## src/rtl/ptr_sync_pkg.sv

```systemverilog
// Shared constants and helpers for the multi-channel gray-pointer synchroniser.
package ptr_sync_pkg;

  localparam int SYNC_STAGES_MIN = 2;
  localparam int SYNC_STAGES_MAX = 4;
  localparam int NUM_CH_MAX      = 8;

  // Warm-up counter must hold the value SYNC_STAGES+1.
  function automatic int cnt_w(input int stages);
    return $clog2(stages + 2);
  endfunction

  // Gray to binary for the low w bits of g; bits at and above w must be zero.
  function automatic logic [31:0] g2b(input logic [31:0] g, input int w);
    logic [31:0] b;
    b = g;
    for (int i = 30; i >= 0; i--)
      if (i < w - 1) b[i] = b[i+1] ^ g[i];
    return b;
  endfunction

endpackage

```

## src/rtl/ptr_sync_chain.sv

```systemverilog
// One W-bit, STAGES-deep synchroniser flop chain with asynchronous active-low reset.
module ptr_sync_chain #(
  parameter int W      = 5,
  parameter int STAGES = 2
) (
  input  logic         clk_i,
  input  logic         rst_ni,
  input  logic [W-1:0] d_i,
  output logic [W-1:0] q_o
);

  logic [STAGES-1:0][W-1:0] stage_q;

  always_ff @(posedge clk_i or negedge rst_ni) begin
    if (!rst_ni) stage_q <= '0;
    else         stage_q <= {stage_q[STAGES-2:0], d_i};
  end

  assign q_o = stage_q[STAGES-1];

endmodule

```

## src/rtl/ptr_sync_multi.sv

```systemverilog
// Multi-channel gray-pointer synchroniser into wclk with warm-up tracking.
// Define PTR_SYNC_BIN_EN to build the binary, delta and advance outputs.
module ptr_sync_multi
  import ptr_sync_pkg::*;
#(
  parameter int ADDRSIZE    = 4,
  parameter int SYNC_STAGES = 2,
  parameter int NUM_CH      = 1
) (
  input  logic                           wclk,
  input  logic                           wrst_n,
  input  logic [NUM_CH*(ADDRSIZE+1)-1:0] rptr,
  output logic [NUM_CH*(ADDRSIZE+1)-1:0] wq_rptr,
  output logic [NUM_CH*(ADDRSIZE+1)-1:0] wq_rbin,
  output logic [NUM_CH*(ADDRSIZE+1)-1:0] wq_rdelta,
  output logic [NUM_CH-1:0]              wq_radv,
  output logic                           sync_valid
);

  localparam int PW = ADDRSIZE + 1;
  localparam int CW = cnt_w(SYNC_STAGES);
  localparam logic [CW-1:0] CNT_MAX = CW'(SYNC_STAGES + 1);

  logic [NUM_CH-1:0][PW-1:0] rptr_ch, gray_s;
  logic [CW-1:0]             cnt_q, cnt_d;

  assign rptr_ch = rptr;

  for (genvar c = 0; c < NUM_CH; c++) begin : g_ch
    ptr_sync_chain #(.W(PW), .STAGES(SYNC_STAGES)) u_chain (
      .clk_i  (wclk),
      .rst_ni (wrst_n),
      .d_i    (rptr_ch[c]),
      .q_o    (gray_s[c])
    );
  end

  assign wq_rptr = gray_s;

  // Saturating warm-up count: valid once the chain has flushed its reset zeros.
  always_comb begin
    cnt_d = cnt_q;
    if (cnt_q != CNT_MAX) cnt_d = cnt_q + CW'(1);
  end

  always_ff @(posedge wclk or negedge wrst_n) begin
    if (!wrst_n) cnt_q <= '0;
    else         cnt_q <= cnt_d;
  end

  assign sync_valid = (cnt_q == CNT_MAX);

`ifdef PTR_SYNC_BIN_EN
  logic [NUM_CH-1:0][PW-1:0] rbin_q, rbin_d, rdelta_q, rdelta_d;
  logic [NUM_CH-1:0]         radv_q, radv_d;

  // rbin tracks during warm-up so the first valid delta is against a real baseline.
  always_comb begin
    rbin_d   = '0;
    rdelta_d = '0;
    radv_d   = '0;
    for (int c = 0; c < NUM_CH; c++) begin
      rbin_d[c] = PW'(g2b(32'(gray_s[c]), PW));
      if (sync_valid) rdelta_d[c] = rbin_d[c] - rbin_q[c];
      radv_d[c] = |rdelta_d[c];
    end
  end

  always_ff @(posedge wclk or negedge wrst_n) begin
    if (!wrst_n) begin
      rbin_q   <= '0;
      rdelta_q <= '0;
      radv_q   <= '0;
    end else begin
      rbin_q   <= rbin_d;
      rdelta_q <= rdelta_d;
      radv_q   <= radv_d;
    end
  end

  assign wq_rbin   = rbin_q;
  assign wq_rdelta = rdelta_q;
  assign wq_radv   = radv_q;
`else
  assign wq_rbin   = '0;
  assign wq_rdelta = '0;
  assign wq_radv   = '0;
`endif

endmodule

```

## config.mk

```make
export PLATFORM = sky130hd
export DESIGN_NAME = ptr_sync_multi
export DESIGN_NICKNAME = d
export VERILOG_FILES = /design/src/rtl/ptr_sync_pkg.sv /design/src/rtl/ptr_sync_chain.sv /design/src/rtl/ptr_sync_multi.sv
export SDC_FILE = /design/constraint.sdc
export NUM_CORES = 1
export LEC_CHECK = 0
export ABC_AREA = 1
export CAP_MARGIN = 25
export CORE_AREA = 2 2 39 41
export CTS_CLUSTER_DIAMETER = 60
export DETAILED_ROUTE_END_ITERATION = 10
export DIE_AREA = 0 0 41 43
export MAX_ROUTING_LAYER = met4
export PLACE_DENSITY = 0.73
export SLEW_MARGIN = 10
export SYNTH_ARGS = -nofsm -noshare
export SYNTH_HDL_FRONTEND = slang
export SYNTH_SLANG_ARGS = --single-unit
```

## constraint.sdc

```tcl
create_clock -name wclk -period 1.45 [get_ports wclk]
set_input_delay 0.435 -clock wclk [delete_from_list [all_inputs] [get_ports wclk]]
set_output_delay 0.435 -clock wclk [all_outputs]
set_load 0.05 [all_outputs]
```

# Yosys cells after proc, flatten, opt, wreduce, memory -nomap -nowiden
# Cells that the tools add are included.
# classes
eq_ne	2
addsub	1
# ops
operator	count
adder 2 x 1 -> 2 bit, second input constant	1
equality test 2 bit, second input constant	1
inequality test 2 bit, second input constant	1
# word_totals
ff_bits	12
word_cells	6
inputBits	7

# Longest topological paths before layout
# logic_depth
depth_word	1
mapped_depth	4

# Modules after synthesis
# From an unflattened synthesis, not the netlist that was laid out.
# unflattened
hier_cells	39
hier_area_um2	479.2
# by_module_without_submodules
mod	seq_area_each_um2	area_each_um2	instances	cells_per_inst
ptr_sync_chain	250.2	287.8	1	15
ptr_sync_multi	50.0	191.4	1	24

# Least setup slack after synthesis
# Ideal clock, no wire load.
# synth_path
kind	register to output
from	register cnt_q[0]
to	output port sync_valid
t_arrival_ps	826
n_path_buf	0
setup_slack_ps	189
stages_incl_launch_ff	2
cell_sequence	dfrtp_1 > ha_1
# synth_via
elab_chain_len	1
# synth_lines
item	line	rtl
from (decl)	ptr_sync_multi.sv:25	logic [CW-1:0] cnt_q, cnt_d;
from (signal assigned)	ptr_sync_multi.sv:48	else cnt_q <= cnt_d;
equality test 2 bit	ptr_sync_multi.sv:51	assign sync_valid = (cnt_q == CNT_MAX);
to (decl)	ptr_sync_multi.sv:17	output logic sync_valid
# Every way passes these cells.

# Final worst setup path
# Same ends and word-level chain as after synthesis.

==> impl_metrics.json <==
{
  "outcome": "completed",
  "critPathSlowestCell": "sky130_fd_sc_hd__dfrtp_1",
  "finalMaxSlewViolations": 0,
  "netlist_top_cells_area": "sky130_fd_sc_hd__dfrtp_1, sky130_fd_sc_hd__buf_4, sky130_fd_sc_hd__ha_1",
  "violation_count_after_the_first_detailed_route_iteration": 3,
  "floorplan.initialDensity_pct": 34.6,
  "critical_path_s_largest_stage_delay_ps": 410,
  "final_min_period_over_clock_period_pct": 99.6,
  "yosys_warnings": 0,
  "rows": 14,
  "synth_area_um2": 479,
  "finalWeightedCongestion": 0.536,
  "summed_area_of_non_filler_cells_in_the_final_layout_um2": 643,
  "wl_per_cell_um": 6.65,
  "placed_cell_area_um2": 604,
  "synth.cells.most_frequent": "sky130_fd_sc_hd__buf_4, sky130_fd_sc_hd__dfrtp_1, sky130_fd_sc_hd__nand2_1",
  "report.final.setup_viol": 0,
  "postRouteWirelength_um": 439,
  "max_clock_freq_mhz": 692,
  "fin_cells": 66,
  "hold_viol": 0,
  "vias_per_cell": 3.61,
  "startpoint_type": "register",
  "fillers": 126,
  "critPathKind": "register to primary output",
  "num_antenna_cells": 0,
  "netlist_instances": 39,
  "rsz0062_at_grt": "true",
  "seq_area_frac_synth_pct": 62.7,
  "layout-drive-gt1-share_pct": 24.0,
  "yosysMostFrequentCell": "sky130_fd_sc_hd__buf_4",
  "clock_skew_ps": 0.467,
  "synth_ff_type": "sky130_fd_sc_hd__dfrtp_1",
  "timing.hold.worst.class": "register to register",
  "cap_violations": 0,
  "die_area_mm2": 0.00176,
  "die_height_um": 43,
  "period_needed_ps": 1440,
  "final_util_pct": 46.5,
  "clock_insertion_delay_worst_skew_ps": 250,
  "gr-usage-all-layers_pct": 6.76,
  "largest_net_degree_at_the_start_of_global_routing": 13,
  "powerDensity_mw_per_mm2": 1150,
  "critPathArrivalTime_ps": 1010,
  "critPathMaxFanout": 4,
  "final_antenna_net_count": 0,
  "layout.nets": 60,
  "fp.coreArea_mm2": 0.00138,
  "syn_avg_cell_area_um2": 12.3,
  "cts_hold_repair.buffers": 0,
  "setup-tns-final_ps": 0,
  "placement.io_buffers": 12,
  "io_pins": 24,
  "chipWidth_um": 41,
  "ctsLongestPathBuffers": 2,
  "first_pass_grt_wire_length_um": 807,
  "sinks_on_the_clock_net": 12,
  "drt_first_pass_iters": 4,
  "dr_total_vias": 238,
  "endpoint_kind": "primary output",
  "multiInputGateArea_um2": 91.3,
  "synth-edff-count": 0,
  "ys_ff_latch": 12,
  "root_buffer": "sky130_fd_sc_hd__clkbuf_4",
  "synthDistinctLibCells": 6,
  "ys_async_sr_fraction_pct": 100,
  "register_area_um2": 300,
  "cts.reportedPaths.clkPinSlew_ps": 60,
  "cts_made_buffers": 3,
  "flow.area_growth_from_synthesis_pct": 34.2,
  "synth.largest_area_cell": "sky130_fd_sc_hd__dfrtp_1",
  "grt_remaining_overflow": 0,
  "vdd_ir_max_uv": 819,
  "synth_top_cell_area_share_pct": 62.7,
  "worstPathRequired_ps": 1020,
  "drc": 0,
  "timing.critical_path.buf_inv": 1,
  "dpl.cell_count": 62,
  "hpwlAfterDp_um": 404,
  "leakagePower_nw": 0.326,
  "antenna_found_initial": 0,
  "tritoncts": "yes",
  "timing.critical_path.max_delay_family": "flip-flops",
  "cts_htree_levels": 1,
  "vias_in_the_first_global_route": 236,
  "worstPathCellList": "ha_2 -> buf_12",
  "postCtsSetupRepairBufs": 0
}
==> metal layers <==
metal,routed length [um],track usage (%),vias up
met4,0,2.00,0
li1,-,-,111
met2,261,11.3,16
met5,0,-,-
met1,127,7.69,111
met3,50,1.57,0
==> per-stage QoR <==
stage	hold slack (ps)	setup slack, ps	power, mW
3_5_place_dp	335	230	0.504
3_3_place_gp	331	243	0.503
2_1_floorplan	139	189	0.480
6_report	349	5.73	0.738
5_1_grt	369	-48.5	0.771
4_1_cts	351	-9.37	0.752
==> placed cells by master (no fill, tap or decap) <==
cell and instances:
sky130_fd_sc_hd__dfrtp_1 12, sky130_fd_sc_hd__conb_1 11, sky130_fd_sc_hd__nand2_1 6, sky130_fd_sc_hd__clkdlybuf4s50_1 6, sky130_fd_sc_hd__buf_12 6, sky130_fd_sc_hd__clkbuf_4 3
sky130_fd_sc_hd__inv_1 2, sky130_fd_sc_hd__ha_1 1, sky130_fd_sc_hd__ha_2 1, sky130_fd_sc_hd__clkbuf_8 1, sky130_fd_sc_hd__buf_4 1
==> path summary, 6_finish.rpt <==
check                                                 from                    endpoint  slack (ps)  depth (start not counted)
worst max-delay path                              cnt_q[0]                  sync_valid           6                          2
worst min-delay path            g_ch[0].u_chain.stage_q[1]      g_ch[0].u_chain.q_o[1]         350                          0
worst max register to register                    cnt_q[0]                    cnt_q[1]         540                          3
worst min register to register  g_ch[0].u_chain.stage_q[1]      g_ch[0].u_chain.q_o[1]         350                          0
max in group asynchronous                           wrst_n      g_ch[0].u_chain.q_o[1]         840                          2
min in group asynchronous                           wrst_n  g_ch[0].u_chain.stage_q[2]         470                          2
==> sequential cells by signal, summed over array words and instances, names as in the netlist <==
name	count
g_ch.u_chain.q_o	5
g_ch.u_chain.stage_q	5
cnt_q	2
==> cell type report <==
| cell class | instances | share of cell area [%] |
|---|---|---|
| repair buffers | 13 | 29.2 |
| well taps | 16 | 3.11 |
| multi-input cells | 19 | 14.2 |
| clock buffers | 4 | 5.64 |
| inverters | 2 | 1.17 |
| flip-flops and latches | 12 | 46.7 |
==> repair_timing <==
| item | 4_1_cts | 5_1_grt |
|---|---|---|
| gates resized for setup | 1 | 0 |
| hold endpoints to repair | 0 | 0 |
| cloned | 0 | 0 |
| pin swaps | 1 | 0 |
| endpoints found under the setup margin | 1 | 1 |
==> power by group <==
| part | internal, mW | total (mW) | switching (mW) | leakage, nW |
|---|---|---|---|---|
| combinational | 0.0426 | 0.140 | 0.0977 | 0.171 |
| clock | 0.152 | 0.241 | 0.0891 | 0.0210 |
| sequential | 0.349 | 0.356 | 0.00768 | 0.134 |
==> kinds of logic after synthesis <==
family / Yosys count / synth area share, %
flip-flops: 12 / 62.7
other: 1 / 0.783
buffers and inverters: 18 / 26.6
AND/OR/NAND/NOR: 6 / 4.70
adder cells (fa/ha/maj): 2 / 5.22
==> worst register-to-register path: stages, from the launching register on <==
cell	delay, ps
sky130_fd_sc_hd__dfrtp_1	410
sky130_fd_sc_hd__ha_1	300
sky130_fd_sc_hd__nand2_1	60
sky130_fd_sc_hd__nand2_1	40
No activity file was read; power rests on OpenSTA's default activity.
